File: src/rtl/mips_pkg.sv
// Shared MIPS datapath types: register-address width, link register index,
// and the RegDst encoding used by the destination selector.
package mips_pkg;

  localparam int REG_ADDR_W = 5;
  localparam int LINK_REG   = 31;

  typedef logic [REG_ADDR_W-1:0] reg_addr_t;

  typedef enum logic {
    REGDST_RT = 1'b0,
    REGDST_RD = 1'b1
  } regdst_e;

endpackage

File: src/rtl/mux_before_register_file_dest_pipe_reg.sv
// One-stage destination pipeline register with reset > flush > stall > load priority.
// Reset and flush both clear the stage; stall holds it.
module dest_pipe_reg
  import mips_pkg::*;
(
  input  logic      clk,
  input  logic      reset,
  input  logic      i_stall,
  input  logic      i_flush,
  input  reg_addr_t i_addr,
  input  logic      i_valid,
  input  logic      i_write,
  output reg_addr_t o_addr,
  output logic      o_valid,
  output logic      o_write
);

  reg_addr_t r_addr;
  logic      r_valid;
  logic      r_write;

  always_ff @(posedge clk) begin
    if (reset || i_flush) begin
      r_addr  <= '0;
      r_valid <= 1'b0;
      r_write <= 1'b0;
    end else if (!i_stall) begin
      r_addr  <= i_addr;
      r_valid <= i_valid;
      r_write <= i_write;
    end
  end

  assign o_addr  = r_addr;
  assign o_valid = r_valid;
  assign o_write = r_write;

endmodule

File: src/rtl/mux_before_register_file.sv
// Destination-register selector (rt/rd by RegDst) feeding the register-file write port,
// plus a registered copy for write-back. Optional JAL/JALR link override: MUX_REG_FILE_LINK_EN.
module mux_before_register_file
  import mips_pkg::*;
(
  input  logic      clk,
  input  logic      reset,
  input  logic      RegDst,
  input  reg_addr_t rt,
  input  reg_addr_t rd,
`ifdef MUX_REG_FILE_LINK_EN
  input  logic      Link,
`endif
  // in_valid marks a decoded instruction this cycle; there is no ready, the
  // stage accepts every cycle unless stall holds it or flush squashes it.
  input  logic      in_valid,
  input  logic      reg_write_in,
  input  logic      stall,
  input  logic      flush,
  output reg_addr_t WriteRegister,
  output reg_addr_t write_register_q,
  output logic      reg_write_q,
  output logic      valid_q,
  output logic      zero_dest
);

  reg_addr_t w_sel;
  logic      w_zero;
  logic      w_write_qual;

  always_comb begin
    w_sel = (regdst_e'(RegDst) == REGDST_RD) ? rd : rt;
`ifdef MUX_REG_FILE_LINK_EN
    if (Link) w_sel = reg_addr_t'(LINK_REG);
`endif
  end

  // $zero is hardwired, so a write to it is never presented downstream.
  assign w_zero       = (w_sel == '0);
  assign w_write_qual = reg_write_in & in_valid & ~w_zero;

  assign WriteRegister = w_sel;
  assign zero_dest     = w_zero;

  dest_pipe_reg u_dest_pipe_reg (
    .clk     (clk),
    .reset   (reset),
    .i_stall (stall),
    .i_flush (flush),
    .i_addr  (w_sel),
    .i_valid (in_valid),
    .i_write (w_write_qual),
    .o_addr  (write_register_q),
    .o_valid (valid_q),
    .o_write (reg_write_q)
  );

endmodule

File: config.mk
export PLATFORM = sky130hd
export DESIGN_NAME = mux_before_register_file
export DESIGN_NICKNAME = d
export VERILOG_FILES = /design/src/rtl/mips_pkg.sv /design/src/rtl/mux_before_register_file_dest_pipe_reg.sv /design/src/rtl/mux_before_register_file.sv
export SDC_FILE = /design/constraint.sdc
export NUM_CORES = 1
export LEC_CHECK = 0
export CELL_PAD_IN_SITES_DETAIL_PLACEMENT = 0
export CELL_PAD_IN_SITES_GLOBAL_PLACEMENT = 1
export CORE_UTILIZATION = 20
export CTS_BUF_LIST = sky130_fd_sc_hd__clkbuf_16
export CTS_CLUSTER_DIAMETER = 40
export CTS_CLUSTER_SIZE = 40
export DETAILED_ROUTE_END_ITERATION = 10
export HOLD_SLACK_MARGIN = 0.05
export PLACE_DENSITY = 0.76
export SLEW_MARGIN = 20
export SYNTH_ARGS = -nofsm -noshare
export SYNTH_HDL_FRONTEND = slang
export SYNTH_SLANG_ARGS = --single-unit
File: constraint.sdc
create_clock -name clk -period 1.6 [get_ports clk]
set_clock_uncertainty 0.05 [all_clocks]
set_input_delay 0.48 -clock clk [delete_from_list [all_inputs] [get_ports clk]]
set_output_delay 0.48 -clock clk [all_outputs]
set_load 0.01 [all_outputs]
# Yosys cells after proc, flatten, opt, wreduce, memory -nomap -nowiden
# Index checks and enable logic that the tools add are counted.
[word_totals] ff_bits=7 in_bits=17 word_cells=9
[op_classes] mux=1 bitwise=3 n_reduce_logical=2
[ops] op="5-bit logical NOT" n=1
[ops] op="5-bit two-way mux" n=1
[ops] op="1-bit AND" n=2
[ops] op="1-bit logical OR" n=1
[ops] op="1-bit inverter" n=1

# Logic depth before layout (Yosys ltp)
[logic_depth] depth_word=4 mapped_depth=4 ltp_nobuf=3

# Cells and area by module
# A second synthesis with hierarchy kept.
[hier_totals] hier_cells=37 hier_area_um2=410.4
[by_module_without_submodules] module="dest_pipe_reg" instances=1 cells_each=24 area_per_inst_um2=252.7 seq_area_each_um2=140.1
[by_module_without_submodules] module="mux_before_register_file" instances=1 cells_each=13 area_per_inst_um2=157.7 seq_area_each_um2=0.0

# Worst setup path before layout
# OpenSTA, ideal clock, no wires.
[synth_path] path_kind="input to output" startpoint="input RegDst" endpoint="output zero_dest" arrival_time_ns=1.055 required_time_ns=1.070 setup_slack_ns=0.015 cell_stages=3 cell_sequence="buf_6 > nor4_1 > o22a_2"
[synth_between] elab_chain_cells=2
[synth_rtl] item="from (decl)" line_no="mux_before_register_file.sv:8" rtl="input logic RegDst,"
[synth_rtl] item="5-bit two-way mux" line_no="mux_before_register_file.sv:32" rtl="w_sel = (regdst_e'(RegDst) == REGDST_RD) ? rd : rt;"
[synth_rtl] item="5-bit logical NOT" line_no="mux_before_register_file.sv:39" rtl="assign w_zero = (w_sel == '0);"
[synth_rtl] item="to (decl)" line_no="mux_before_register_file.sv:24" rtl="output logic zero_dest"
# No other way between the ends.

# Worst setup path in the final report
[layout_path] startpoint="input RegDst" endpoint="output WriteRegister[0]"
[layout_between] elab_chain_cells=1
[layout_rtl] item="5-bit two-way mux" line_no="mux_before_register_file.sv:32"
[layout_rtl] item="to (decl)" line_no="mux_before_register_file.sv:20" rtl="output reg_addr_t WriteRegister,"
# No other way between the ends.

==> run_results.csv <==
group,metric,value,unit
sta,hold_viol,0,
critical_path,crit_required,1.07,ns
sta,fmax,595,MHz
sta,setup_viol,6,
sta,slew_viol_final,0,
drt,antenna_left,0,
critical_path,cpMaxStageDelayCell,"mux2_4",
drt,drc_errors,0,
clock_tree,clk_latency,0.23,ns
critical_path,path_buf_inv,3,
final_layout,n_fill_cell,171,
synthesis,synth_top_family_by_area,"multiplexers",
sta,relSlewSlack,0.863,
job,maxCapViolCount,0,
floorplan,die_w,45.0,um
grt,grtUsageTotal,0.152,
clock_tree,max-clock-path-buffers,2,
synthesis,synth-xor-area-share,0,
drt,first_pass_iters,1,
synthesis,synth_edf_count,0,
synthesis,ys_top_cells_by_count,"7 x dfxtp_1, 7 x nor2_1, 5 x mux2_2, 5 x mux2i_1, 2 x nand3_1",
synthesis,synthArstFlopShare,0,
critical_path,crit_type,"input pin to output pin",
clock_tree,cts-buffers-inserted,3,
grt,antenna_found_initial,0,
clock_tree,cts_tree,"yes",
drt,finalWirelength,1260,um
power,p_leak,0.434,nW
final_layout,drive_gt1_frac,0.519,
synthesis,synth-compound-area-share,0.0644,
drt,drt_iter0_markers,0,
floorplan,initial_core_util,0.214,
final_layout,num-nets-final,97,
sta,tightest_slew,0.204,ns
synthesis,ys_types,17,
synthesis,synth_top_area_share,0.380,
sta,setup_tns,-0.406,ns
clock_tree,cts_sinks,7,
synthesis,yosysSeqAreaShare,0.380,
min_path,hp-class,"flip-flop to flip-flop",
synthesis,syn_avg_cell_area,9.71,um^2
final_layout,n_antenna_cell,0,
synthesis,synth_simple_gate_area_share,0.207,
floorplan,pin_count,30,
synthesis,yosys-top-cells-area,"dfxtp_1 38%, mux2_2 15%, mux2i_1 14%",
critical_path,cpLargestDelayFamily,"buffers and inverters",
run_status,status,"finished, violations left",
drt,wl_per_cell,12.1,um
critical_path,cp-start-kind,"input pin",
clock_tree,postCtsHoldBufs,0,
placement,port_buffers,29,
grt,grt_max_degree,9,
floorplan,coreArea,1730,um^2
grt,overflow,0,
placement,gp_congestion,0.690,
synthesis,syn-cell-area,369,um^2
run_status,violations,"setup timing",
floorplan,dieHeight,45.0,um
critical_path,critical_path.cell_chain,"buf_8, buf_6, mux2_4, buf_6",
synthesis,synthesis.instances,38,
placement,hpwl,858,um
synthesis,synth-main-ff-cell,"dfxtp_1",
power,ir_worst_vdd,0.000628,V
synthesis,synth-adder-area-share,0,
power,power,0.772,mW
floorplan,die-area,2020,um^2
grt,grt_first_pass_wirelength,2010,um
critical_path,path_common_cell,"buf_6",
critical_path,crit_fanout,5,
clock_tree,htreeDepth,1,
grt,grt_pass1_vias,428,
synthesis,synth_nets,55,
sta,period_share,1.05,
critical_path,max_stage_delay,0.31,ns
sta,rsz0062_at_grt,"yes",
drt,vias_per_cell,4.13,
synthesis,ys_seq_elements,7,
critical_path,cp-end-kind,"output pin",
floorplan,core.rowCount,15,
clock_tree,cts_root_buffer,"clkbuf_16",
critical_path,arrival,1.15,ns
synthesis,yosysWarnings,0,
sta,timing.final.ws_setup,-0.0800,ns
sta,period_needed,1.68,ns
synthesis,synth_top_area_cell,"dfxtp_1",
sta,hold_ws,0.436,ns
final_layout,synthToLayoutAreaGrowth,141,%
drt,vias,430,
synthesis,muxShareOfSynthArea,0.288,
clock_tree,clk_pin_slew,0.03,ns
power,p_per_area,869,nW/um^2
==> state kept, by name, indices dropped and copies added, names as in the netlist <==
signal	cells
u_dest_pipe_reg.o_addr	5
u_dest_pipe_reg.o_valid	1
u_dest_pipe_reg.o_write	1
==> timing repair <==
action | CTS | global route
pin swaps | 5 | 4
resized for setup | 86 | 12
setup buffers | 3 | 1
gates cloned | 0 | 0
endpoints found under the setup margin | 18 | 6
==> worst register-to-register path, stage by stage (launching register included) <==
cell and delay, ns:
dfxtp_1 0.30, mux2i_1 0.14, nor2_1 0.05
==> placed cells by master, fill, tap and decap left out, types with 2 or more instances in the layout <==
cell type        instances
nor2_1                   7
buf_6                   10
clkbuf_2                 2
dfxtp_1                  7
clkbuf_16                3
buf_4                    9
buf_8                    2
mux2_4                   5
clkdlybuf4s50_1          5
mux2i_1                  5
clkdlybuf4s15_1          2
dlygate4sd2_1            7
nand3_1                  2
buf_2                    3
==> logic make-up (layout without fill, tap and decap cells) <==
group | after synthesis | after routing
buffers and inverters | 3 | 44
AND/OR/NAND/NOR | 15 | 15
flip-flops | 7 | 7
AO/OA/AOI/OAI | 3 | 3
multiplexers | 10 | 10
==> stage by stage <==
step	worst slack (ns)	utilization	area (um^2)	std cells
final	-0.0800	0.514	888	104
after global routing	-0.113	0.514	888	104
after CTS	-0.0940	0.497	858	103
after detailed placement	-0.946	0.417	721	96
after global placement	-0.922	0.417	721	96
after floorplan	0.0154	-	369	38
==> cell type report <==
type / count / area [um^2] / share of cell area
sequential: 7 / 140 / 0.158
clock buffer: 3 / 75.1 / 0.0845
clock inverter: 1 / 3.75 / 0.00423
timing repair buffer: 40 / 367 / 0.413
multi-input combinational: 28 / 272 / 0.306
tap: 25 / 31.3 / 0.0352
==> power by group <==
| group | leakage, nW | internal (mW) | switching (mW) |
|---|---|---|---|
| Sequential | 0.0570 | 0.182 | 0.00254 |
| Combinational | 0.335 | 0.107 | 0.0628 |
| Clock | 0.0423 | 0.325 | 0.0933 |
==> layer usage <==
layer | vias to the layer above | part of all wire | track usage
met3 | 5 | 0.063 | 0.0560
met5 | - | 0 | 0
met4 | 0 | 0.041 | 0.127
met2 | 16 | 0.51 | 0.235
li1 | 216 | - | -
met1 | 193 | 0.39 | 0.163
==> worst paths after layout <==
kind / from / to / slack [ns] / cells after the start
worst max-delay path: RegDst / WriteRegister[0] / -0.08 / 4
worst max register to register: u_dest_pipe_reg.o_addr[1]$_SDFFE_PP0N_ / u_dest_pipe_reg.o_addr[1]$_SDFFE_PP0N_ / 0.95 / 2
worst min register to register: u_dest_pipe_reg.o_write$_SDFFE_PP0N_ / u_dest_pipe_reg.o_write$_SDFFE_PP0N_ / 0.44 / 2
worst min-delay path: u_dest_pipe_reg.o_write$_SDFFE_PP0N_ / u_dest_pipe_reg.o_write$_SDFFE_PP0N_ / 0.44 / 2
(Power assumes the default switching activity.)
